### src/rtl/alarm_trigger_if.sv
// Alarm trigger bus: clock time and user controls in, alarm time and light-stage requests out.
interface alarm_trigger_if;
  logic [7:0] show_hour;
  logic [7:0] show_min;
  logic [7:0] show_sec;
  logic       alarm_en;
  logic       chime_en;
  logic       set_alarm;
  logic       inc_hour;
  logic       inc_min;
  logic       snooze;
  logic       dismiss;
  logic [7:0] alarm_hour;
  logic [7:0] alarm_min;
  logic       start_light_hour;
  logic       start_light_alarm;
  logic       active_alarm;
  logic [1:0] alarm_state;

  // Master side drives the clock time and buttons and observes the alarm outputs
  modport master (
    output show_hour, show_min, show_sec, alarm_en, chime_en, set_alarm,
           inc_hour, inc_min, snooze, dismiss,
    input  alarm_hour, alarm_min, start_light_hour, start_light_alarm,
           active_alarm, alarm_state
  );

  // Slave side is the alarm trigger itself
  modport slave (
    input  show_hour, show_min, show_sec, alarm_en, chime_en, set_alarm,
           inc_hour, inc_min, snooze, dismiss,
    output alarm_hour, alarm_min, start_light_hour, start_light_alarm,
           active_alarm, alarm_state
  );
endinterface

### src/rtl/alarm_trigger.sv
// Alarm/chime event generator: stores a BCD alarm time, compares it against the running
// clock and sequences IDLE/ARMED/RINGING/SNOOZE, plus the hourly chime request.
module alarm_trigger #(
  parameter int unsigned RING_SECONDS     = 60,
  parameter int unsigned SNOOZE_SECONDS   = 300,
  parameter int unsigned MAX_SNOOZE       = 3,
  parameter logic [7:0]  ALARM_RESET_HOUR = 8'h07,
  parameter logic [7:0]  ALARM_RESET_MIN  = 8'h00
) (
  input logic            CP_1Hz,
  input logic            CR,
  alarm_trigger_if.slave bus
);

  localparam logic [15:0] RING_RELOAD   = 16'(RING_SECONDS - 1);
  localparam logic [15:0] SNOOZE_RELOAD = 16'(SNOOZE_SECONDS - 1);
  localparam logic [3:0]  SNOOZE_LIMIT  = 4'(MAX_SNOOZE);

  typedef enum logic [1:0] {
    IDLE    = 2'd0,
    ARMED   = 2'd1,
    RINGING = 2'd2,
    SNOOZE  = 2'd3
  } state_t;

  state_t      state, state_next;
  logic [15:0] ring_cnt, ring_cnt_next;
  logic [15:0] snooze_cnt, snooze_cnt_next;
  logic [3:0]  snooze_num, snooze_num_next;
  logic        enter_ring;
  logic [7:0]  alarm_hour, alarm_min;
  logic        inc_hour_prev, inc_min_prev, snooze_prev, dismiss_prev;
  logic        rise_inc_hour, rise_inc_min, rise_snooze, rise_dismiss;
  logic        start_light_alarm, active_alarm;
  logic        match;

  // BCD hour increment wrapping 23 -> 00
  function automatic logic [7:0] bcd_inc_hour(input logic [7:0] v);
    logic [7:0] r;
    if (v == 8'h23)          r = 8'h00;
    else if (v[3:0] == 4'd9) r = {v[7:4] + 4'd1, 4'd0};
    else                     r = {v[7:4], v[3:0] + 4'd1};
    return r;
  endfunction

  // BCD minute increment wrapping 59 -> 00 with no carry out
  function automatic logic [7:0] bcd_inc_min(input logic [7:0] v);
    logic [7:0] r;
    if (v == 8'h59)          r = 8'h00;
    else if (v[3:0] == 4'd9) r = {v[7:4] + 4'd1, 4'd0};
    else                     r = {v[7:4], v[3:0] + 4'd1};
    return r;
  endfunction

  assign rise_inc_hour = bus.inc_hour & ~inc_hour_prev;
  assign rise_inc_min  = bus.inc_min  & ~inc_min_prev;
  assign rise_snooze   = bus.snooze   & ~snooze_prev;
  assign rise_dismiss  = bus.dismiss  & ~dismiss_prev;

  // Matching is suppressed while the user is editing the alarm time
  assign match = (bus.show_hour == alarm_hour) & (bus.show_min == alarm_min) &
                 (bus.show_sec == 8'h00) & ~bus.set_alarm;

  // Next-state logic; counters and snooze count move only with their transitions
  always_comb begin
    state_next      = state;
    ring_cnt_next   = ring_cnt;
    snooze_cnt_next = snooze_cnt;
    snooze_num_next = snooze_num;
    enter_ring      = 1'b0;
    case (state)
      IDLE: begin
        if (bus.alarm_en) state_next = ARMED;
      end
      ARMED: begin
        if (!bus.alarm_en) begin
          state_next = IDLE;
        end else if (match) begin
          state_next      = RINGING;
          ring_cnt_next   = RING_RELOAD;
          snooze_num_next = 4'd0;
          enter_ring      = 1'b1;
        end
      end
      RINGING: begin
        if (!bus.alarm_en) begin
          state_next = IDLE;
        end else if (rise_dismiss) begin
          state_next = ARMED;
        end else if (rise_snooze) begin
          if (snooze_num < SNOOZE_LIMIT) begin
            state_next      = SNOOZE;
            snooze_cnt_next = SNOOZE_RELOAD;
            snooze_num_next = snooze_num + 4'd1;
          end else begin
            state_next = ARMED;
          end
        end else if (ring_cnt == 16'd0) begin
          state_next = ARMED;
        end else begin
          ring_cnt_next = ring_cnt - 16'd1;
        end
      end
      SNOOZE: begin
        if (!bus.alarm_en) begin
          state_next = IDLE;
        end else if (rise_dismiss) begin
          state_next = ARMED;
        end else if (snooze_cnt == 16'd0) begin
          state_next    = RINGING;
          ring_cnt_next = RING_RELOAD;
          enter_ring    = 1'b1;
        end else begin
          snooze_cnt_next = snooze_cnt - 16'd1;
        end
      end
      default: state_next = IDLE;
    endcase
  end

  // State, counters, alarm time, button history and registered light requests
  always_ff @(posedge CP_1Hz) begin
    if (CR) begin
      state             <= IDLE;
      ring_cnt          <= 16'd0;
      snooze_cnt        <= 16'd0;
      snooze_num        <= 4'd0;
      alarm_hour        <= ALARM_RESET_HOUR;
      alarm_min         <= ALARM_RESET_MIN;
      inc_hour_prev     <= 1'b0;
      inc_min_prev      <= 1'b0;
      snooze_prev       <= 1'b0;
      dismiss_prev      <= 1'b0;
      start_light_alarm <= 1'b0;
      active_alarm      <= 1'b0;
    end else begin
      state             <= state_next;
      ring_cnt          <= ring_cnt_next;
      snooze_cnt        <= snooze_cnt_next;
      snooze_num        <= snooze_num_next;
      inc_hour_prev     <= bus.inc_hour;
      inc_min_prev      <= bus.inc_min;
      snooze_prev       <= bus.snooze;
      dismiss_prev      <= bus.dismiss;
      start_light_alarm <= enter_ring;
      active_alarm      <= (state_next == RINGING);
      if (bus.set_alarm && rise_inc_hour) alarm_hour <= bcd_inc_hour(alarm_hour);
      if (bus.set_alarm && rise_inc_min)  alarm_min  <= bcd_inc_min(alarm_min);
    end
  end

  assign bus.alarm_hour        = alarm_hour;
  assign bus.alarm_min         = alarm_min;
  assign bus.alarm_state       = state;
  assign bus.start_light_alarm = start_light_alarm;
  assign bus.active_alarm      = active_alarm;
  assign bus.start_light_hour  = bus.chime_en & (bus.show_min == 8'h00);

endmodule
### src/flat_wrapper.sv
// flat-port wrapper written by rule: the top's interface ports become plain ports
module alarm_trigger_flat 
#(
  parameter int unsigned RING_SECONDS     = 60,
  parameter int unsigned SNOOZE_SECONDS   = 300,
  parameter int unsigned MAX_SNOOZE       = 3,
  parameter logic [7:0]  ALARM_RESET_HOUR = 8'h07,
  parameter logic [7:0]  ALARM_RESET_MIN  = 8'h00
)
  (CP_1Hz, CR, bus_show_hour, bus_show_min, bus_show_sec, bus_alarm_en, bus_chime_en, bus_set_alarm, bus_inc_hour, bus_inc_min, bus_snooze, bus_dismiss, bus_alarm_hour, bus_alarm_min, bus_start_light_hour, bus_start_light_alarm, bus_active_alarm, bus_alarm_state);
  alarm_trigger_if bus_i ();
  input logic CP_1Hz;
  input logic CR;
  input wire logic [$bits(bus_i.show_hour)-1:0] bus_show_hour;
  input wire logic [$bits(bus_i.show_min)-1:0] bus_show_min;
  input wire logic [$bits(bus_i.show_sec)-1:0] bus_show_sec;
  input wire logic [$bits(bus_i.alarm_en)-1:0] bus_alarm_en;
  input wire logic [$bits(bus_i.chime_en)-1:0] bus_chime_en;
  input wire logic [$bits(bus_i.set_alarm)-1:0] bus_set_alarm;
  input wire logic [$bits(bus_i.inc_hour)-1:0] bus_inc_hour;
  input wire logic [$bits(bus_i.inc_min)-1:0] bus_inc_min;
  input wire logic [$bits(bus_i.snooze)-1:0] bus_snooze;
  input wire logic [$bits(bus_i.dismiss)-1:0] bus_dismiss;
  output wire logic [$bits(bus_i.alarm_hour)-1:0] bus_alarm_hour;
  output wire logic [$bits(bus_i.alarm_min)-1:0] bus_alarm_min;
  output wire logic [$bits(bus_i.start_light_hour)-1:0] bus_start_light_hour;
  output wire logic [$bits(bus_i.start_light_alarm)-1:0] bus_start_light_alarm;
  output wire logic [$bits(bus_i.active_alarm)-1:0] bus_active_alarm;
  output wire logic [$bits(bus_i.alarm_state)-1:0] bus_alarm_state;
  assign bus_i.show_hour = bus_show_hour;
  assign bus_i.show_min = bus_show_min;
  assign bus_i.show_sec = bus_show_sec;
  assign bus_i.alarm_en = bus_alarm_en;
  assign bus_i.chime_en = bus_chime_en;
  assign bus_i.set_alarm = bus_set_alarm;
  assign bus_i.inc_hour = bus_inc_hour;
  assign bus_i.inc_min = bus_inc_min;
  assign bus_i.snooze = bus_snooze;
  assign bus_i.dismiss = bus_dismiss;
  assign bus_alarm_hour = bus_i.alarm_hour;
  assign bus_alarm_min = bus_i.alarm_min;
  assign bus_start_light_hour = bus_i.start_light_hour;
  assign bus_start_light_alarm = bus_i.start_light_alarm;
  assign bus_active_alarm = bus_i.active_alarm;
  assign bus_alarm_state = bus_i.alarm_state;
  alarm_trigger #(.RING_SECONDS(RING_SECONDS), .SNOOZE_SECONDS(SNOOZE_SECONDS), .MAX_SNOOZE(MAX_SNOOZE), .ALARM_RESET_HOUR(ALARM_RESET_HOUR), .ALARM_RESET_MIN(ALARM_RESET_MIN)) u_core (.CP_1Hz(CP_1Hz), .CR(CR), .bus(bus_i));
endmodule
### config.mk
export PLATFORM = sky130hd
export DESIGN_NAME = alarm_trigger_flat
export DESIGN_NICKNAME = d
export VERILOG_FILES = /design/src/rtl/alarm_trigger_if.sv /design/src/rtl/alarm_trigger.sv /design/src/flat_wrapper.sv
export SDC_FILE = /design/constraint.sdc
export NUM_CORES = 1
export LEC_CHECK = 0
export ABC_AREA = 0
export CORE_ASPECT_RATIO = 0.8
export CORE_MARGIN = 5
export CORE_UTILIZATION = 30
export CTS_CLUSTER_SIZE = 40
export DETAILED_ROUTE_END_ITERATION = 12
export MAX_ROUTING_LAYER = met4
export PLACE_DENSITY = 0.53
export SETUP_SLACK_MARGIN = 0.02
export SYNTH_ARGS = -nofsm -noshare
export SYNTH_HDL_FRONTEND = slang
export SYNTH_SLANG_ARGS = --single-unit
### constraint.sdc
create_clock -name CP_1Hz -period 2.2 [get_ports CP_1Hz]
set_input_delay 0.44 -clock CP_1Hz [delete_from_list [all_inputs] [get_ports CP_1Hz]]
set_output_delay 0.44 -clock CP_1Hz [all_outputs]
set_load 0.005 [all_outputs]
# Word-level counts from Yosys, hierarchy flattened
# Cells that the tools add are included.
# totals
input_bits	33
wordCells	121
register_bits	60
out_inout_bits	21
# op_classes
n_reduce_logical	17
bitwise_logic	13
n_addsub	7
muxes	47
eq_ne	22
order_cmp	1
# op_table
operator	n
2-to-1 mux 16 bit	16
case mux 16 bit (3 select lines)	1
logical NOT 16 bit	2
2-to-1 mux 8 bit	4
case mux 16 bit (2 select lines)	1
subtractor 16 x 1 -> 16 bit, second input constant	2
2-to-1 mux 4 bit	6
2-to-1 mux 2 bit	11
adder 4 x 1 -> 4 bit, second input constant	5
equality test 8 bit	2
logical NOT 8 bit	2
inequality test 2 bit, second input constant	8
AND reduction 10 bit	1
AND 1 bit	8
equality test 4 bit, second input constant	2
equality test 8 x 6 -> 1 bit, second input constant	1
equality test 8 x 7 -> 1 bit, second input constant	1
inequality test 2 x 1 -> 1 bit, second input constant	4
case mux 2 bit (4 select lines)	1
case mux 4 bit (2 select lines)	1
AND reduction 8 bit	1
nonzero test 2 bit	4
AND reduction 7 bit	1
equality test 2 bit, second input constant	3
other kinds (9)	19

# Depth between registers and ports, before layout
# logic_depth
ltp_word	8
depth_mapped	9
ltp_nobuf	8

# Worst setup path after synthesis
# No wires, ideal clock.
# synth_path
kind	register -> register
from	reg u_core.ring_cnt[0]
to	reg u_core.ring_cnt[14]
n_path_buf	2
setup_time_ns	0.091
path_stages_with_launch	10
arrival_ns	1.941
synth_period_minus_slack_ns	2.032
path_slack_ns	0.168
required_time_ns	2.109
cell_sequence	dfxtp_1 -> inv_1 -> ha_1 -> nor3b_2 -> and3_1 -> buf_2 -> a21oi_2 -> clkbuf_1 -> a21oi_1 -> a311oi_1
# synth_between
elab_chain_cells	6
word_cells_on_any_way	9
cone_classes	add/sub (1); eq/ne (1); mux (5); reduce/logical (2)
# synth_rtl
element	line	rtl
start, declared	alarm_trigger.sv:27	logic [15:0] ring_cnt, ring_cnt_next;
start signal, assigned	alarm_trigger.sv:138	ring_cnt <= ring_cnt_next;
subtractor 16 x 1 -> 16 bit	alarm_trigger.sv:101	ring_cnt_next = ring_cnt - 16'd1;
2-to-1 mux 16 bit	alarm_trigger.sv:98	end else if (ring_cnt == 16'd0) begin
2-to-1 mux 16 bit	alarm_trigger.sv:90	end else if (rise_snooze) begin
2-to-1 mux 16 bit	alarm_trigger.sv:88	end else if (rise_dismiss) begin
2-to-1 mux 16 bit	alarm_trigger.sv:86	if (!bus.alarm_en) begin
case mux 16 bit (3 select lines)	alarm_trigger.sv:71	case (state)
# Several ways; a longest one is shown, not always the timed one. The select of a mux whose other input is x is not followed.
# A chain may end at the register's enable or synchronous reset.

# Worst setup path after layout
# layout_path
from	in bus_show_min[3]
to	out bus_start_light_hour
# layout_between
elab_chain_cells	2
# layout_rtl
element	line	rtl
start, declared	flat_wrapper.sv:15	input wire logic [$bits(bus_i.show_min)-1:0] bus_show_min;
logical NOT 8 bit	alarm_trigger.sv:157	assign bus.start_light_hour = bus.chime_en & (bus.show_min == 8'h00);
AND 1 bit	alarm_trigger.sv:157	
end, declared	flat_wrapper.sv:26	output wire logic [$bits(bus_i.start_light_hour)-1:0] bus_start_light_hour;
# Every way passes these cells.

==> run summary <==
54 I/O pins were placed. The detail route stage leaves a number of antenna-violating nets equal to 0. The die outline height came out at 103 microns. The worst setup path is captured at an output pin. The first TritonRoute pass finished after 4 iterations. For this configuration, the core starts out at a cell density of 30.3%. The top cell type by area accounts for 36.8% of the synthesized area. Number of antenna violations at the first check in global routing: 0.

TritonCTS built the clock tree. The tools report the number of global-route vias before repair as 2924. The ratio of cells with drive above 1 in the final layout is 13.5%, and the via density per instance is 4.86. The width of the die was 127 microns; the aggregate global routing overflow was 0. Wires add up to 8580 microns.

The die covers 13100 sq um. In this run the power spent charging and discharging nets is 561 uW. The worst path needs 2.10 ns of the cycle, external delays included. The cell count after synthesis came out at 388. Wire length per cell: 13.9 microns. Last weighted congestion value of the routability-driven placer: 0.790. Timing would allow up to 475 MHz. Portion of the clock cycle consumed by the worst path in the final layout: 95.6%. The quantity of hold-fixing buffers added after cts was 0. The arrival time at the worst endpoint was 1.66 ns; the TritonCTS sink count was 60.

The maximum number of pins on one net before global-route repair is 30. Max-cap violations in this run came to 0. In the synthesized netlist the dominant register cell turns out to be sky130_fd_sc_hd__dfxtp_1. The tree is rooted in a sky130_fd_sc_hd__clkbuf_16. Class of the most critical hold timing path: flop to flop. The filler cells instantiated in the layout total 1080. Summed over all cells, the static leakage comes to 1.66 nW. Clock latency of the later-clocked register in the worst-skew pair: 0.33 ns.

The most frequent cell after synthesis was sky130_fd_sc_hd__dfxtp_1. The max-slew headroom at the worst pin is 62.1%, and the area growth from synthesis to layout is 36.4%. The first routing iteration left 135 violations.

Setup violations remaining at the end of the flow were counted as 0. In this run the mean area of a mapped cell was 8.41 sq um. The transition time of the tightest slew-check pin was 0.562 ns. Sorting the synthesized cells by area gives the leading types as sky130_fd_sc_hd__dfxtp_1, sky130_fd_sc_hd__xnor2_1, sky130_fd_sc_hd__nor2_1. The synthesized design spends more area on one cell type than any other, namely sky130_fd_sc_hd__dfxtp_1. Global routing used 14.3% of the available tracks across all layers.

After synthesis the cells add up to 3260 sq um. The longest clock path from root to sink contains 2 buffers. The number of clock buffers added by TritonCTS is 9. The proportion of register bits with asynchronous set or reset after synthesis was 0%. The floorplan has 34 rows.

Setup repair after global routing left no endpoint under its margin. The H-tree generated during clock tree synthesis spans 3 levels. The critical path is of the input port to output pin type. The detailed placer's ending HPWL came out at 6450 microns. After layout, the design draws a total of 2.60 mW.

The total count of hold-check failures in the final report was 0; the post-detailed-route DRC marker count was 0. The run gives 0 as the total count of max-transition violations in the final report. Clock-pin slew was measured on the worst setup and hold paths at 0.05 ns.

The worst slack at placement is -0.184 ns. The final cell count without fillers is 618, and the area of the core is 10800 sq um. Critical-path maximum fanout: 2. The clock network accounts for 49.0% of the total power. The logs give 0 for the yosys synthesis warning count and 8.0% for the combinational share of power.

Setup total negative slack on the finished layout was measured at 0 ns. The run gives 3002 as the count of vias placed by the detailed router. The power density over cell area came out at 584 nW/um^2.

0 antenna diodes ended up in the layout. The tools report the proportion of synthesized chip area in sequential cells as 36.8%. By count the netlist is led by sky130_fd_sc_hd__dfxtp_1, sky130_fd_sc_hd__nor2_1, sky130_fd_sc_hd__xnor2_1. The synthesized netlist contains 57 unique library cells.

Final setup slack of the worst path: 0.0960 ns. The tools report the final net count as 514. Final hold analysis gives a worst-case slack of 0.471 ns. The maximum vdd drop is 0.359 mV. The run finished with clean final reports. Net switching is 21.6% of the power. The first global-routing pass estimated 14400 microns of wire. In this run, flip-flops and latches consume 43.1% of the power. The number of synthesized register bits was 60; the count of buffers inserted at the top-level ports was 53. The number of placed instances, taps included, is 603. The count of flip-flops with a built-in enable after synthesis came out at 0. When the netlist entered floorplanning its net count stood at 432. The logs give 0.00610 ns for the clock skew and 2.04 mW for the internal power summed over all cells. For the worst setup path, the data required time is 1.76 ns. STA classifies the critical path startpoint as an input port.
## routing by layer
metal	part of all wire, %	vias to the layer above	track usage (%)
met5	0	-	-
met4	1.2	0	4.95
met3	3.0	8	3.03
met2	46	47	22.1
met1	50	1389	18.7
li1	-	1558	-
## cell usage in the layout (no fill, tap or decap), types with 12 or more instances in the layout
cell	n
sky130_fd_sc_hd__buf_4	37
sky130_fd_sc_hd__xnor2_1	30
sky130_fd_sc_hd__nand3_1	12
sky130_fd_sc_hd__clkdlybuf4s50_1	51
sky130_fd_sc_hd__nand4_1	12
sky130_fd_sc_hd__nor3_1	22
sky130_fd_sc_hd__dfxtp_1	60
sky130_fd_sc_hd__inv_1	14
sky130_fd_sc_hd__nor2_1	41
sky130_fd_sc_hd__a21oi_1	28
sky130_fd_sc_hd__nand2_1	21
## cells by family (layout without fill, tap and decap cells)
| group | Yosys count | count (layout) | share of synthesized area, % |
|---|---|---|---|
| AO/OA/AOI/OAI | 71 | 71 | 14.5 |
| XOR/XNOR | 35 | 35 | 9.40 |
| adder cells (fa/ha/maj) | 11 | 11 | 4.22 |
| buffers and inverters | 33 | 119 | 4.26 |
| flip-flops | 60 | 60 | 36.8 |
| AND/OR/NAND/NOR | 178 | 178 | 30.8 |
## per-stage QoR
step           util [%]  area (sq um)
2_1_floorplan         -          3260
3_3_place_gp       38.6          4160
3_5_place_dp       38.6          4160
4_1_cts            41.1          4430
5_1_grt            41.3          4450
6_report           41.3          4450
## critical path, stage by stage
cell and delay (ns):
sky130_fd_sc_hd__clkdlybuf4s50_1 0.42, sky130_fd_sc_hd__nor4_1 0.27, sky130_fd_sc_hd__nand3b_1 0.11, sky130_fd_sc_hd__nor4_1 0.16, sky130_fd_sc_hd__dlygate4sd2_1 0.27
## cell type report
| type | instances | area [sq um] | share of cell area (%) |
|---|---|---|---|
| clock buffer | 13 | 260 | 5.85 |
| clock inverter | 2 | 10.0 | 0.225 |
| inverter | 14 | 52.6 | 1.18 |
| multi-input combinational | 295 | 1940 | 43.7 |
| sequential | 60 | 1200 | 27.0 |
| tap | 144 | 180 | 4.05 |
| timing repair buffer | 90 | 802 | 18.0 |
## power by group through the flow
stage	clock [mW]	sequential (mW)	combinational, mW
floorplan	0	1.14	0.0845
global placement	0	1.14	0.203
detailed placement	0	1.14	0.206
CTS	1.32	1.12	0.207
global route	1.36	1.12	0.226
finish	1.27	1.12	0.207
## state kept, by name, summed over array words and instances, names as in the netlist
signal and flops:
u_core.bus.active_alarm 1, u_core.bus.alarm_hour 8, u_core.bus.alarm_min 8, u_core.bus.alarm_state 2
u_core.bus.start_light_alarm 1, u_core.dismiss_prev 1, u_core.inc_hour_prev 1, u_core.inc_min_prev 1
u_core.ring_cnt 16, u_core.snooze_cnt 16, u_core.snooze_num 4, u_core.snooze_prev 1
## repair_timing
action	in CTS	in global routing
endpoints found under the setup margin	1	2
hold endpoints to repair	0	0
resized for setup	1	2
buffers inserted	0	0
cloned	0	0
## path summary, 6_finish.rpt
path	start	end	slack [ns]	depth (start not counted)
max	bus_show_min[3]	bus_start_light_hour	0.1	5
min	u_core.snooze_num[1]$_SDFFE_PP0P_	u_core.snooze_num[1]$_SDFFE_PP0P_	0.47	2
max reg2reg	u_core.snooze_cnt[9]$_SDFFE_PP0P_	u_core.ring_cnt[7]$_SDFFE_PP0P_	0.19	7
min reg2reg	u_core.snooze_num[1]$_SDFFE_PP0P_	u_core.snooze_num[1]$_SDFFE_PP0P_	0.47	2
(Power assumes the default switching activity.)
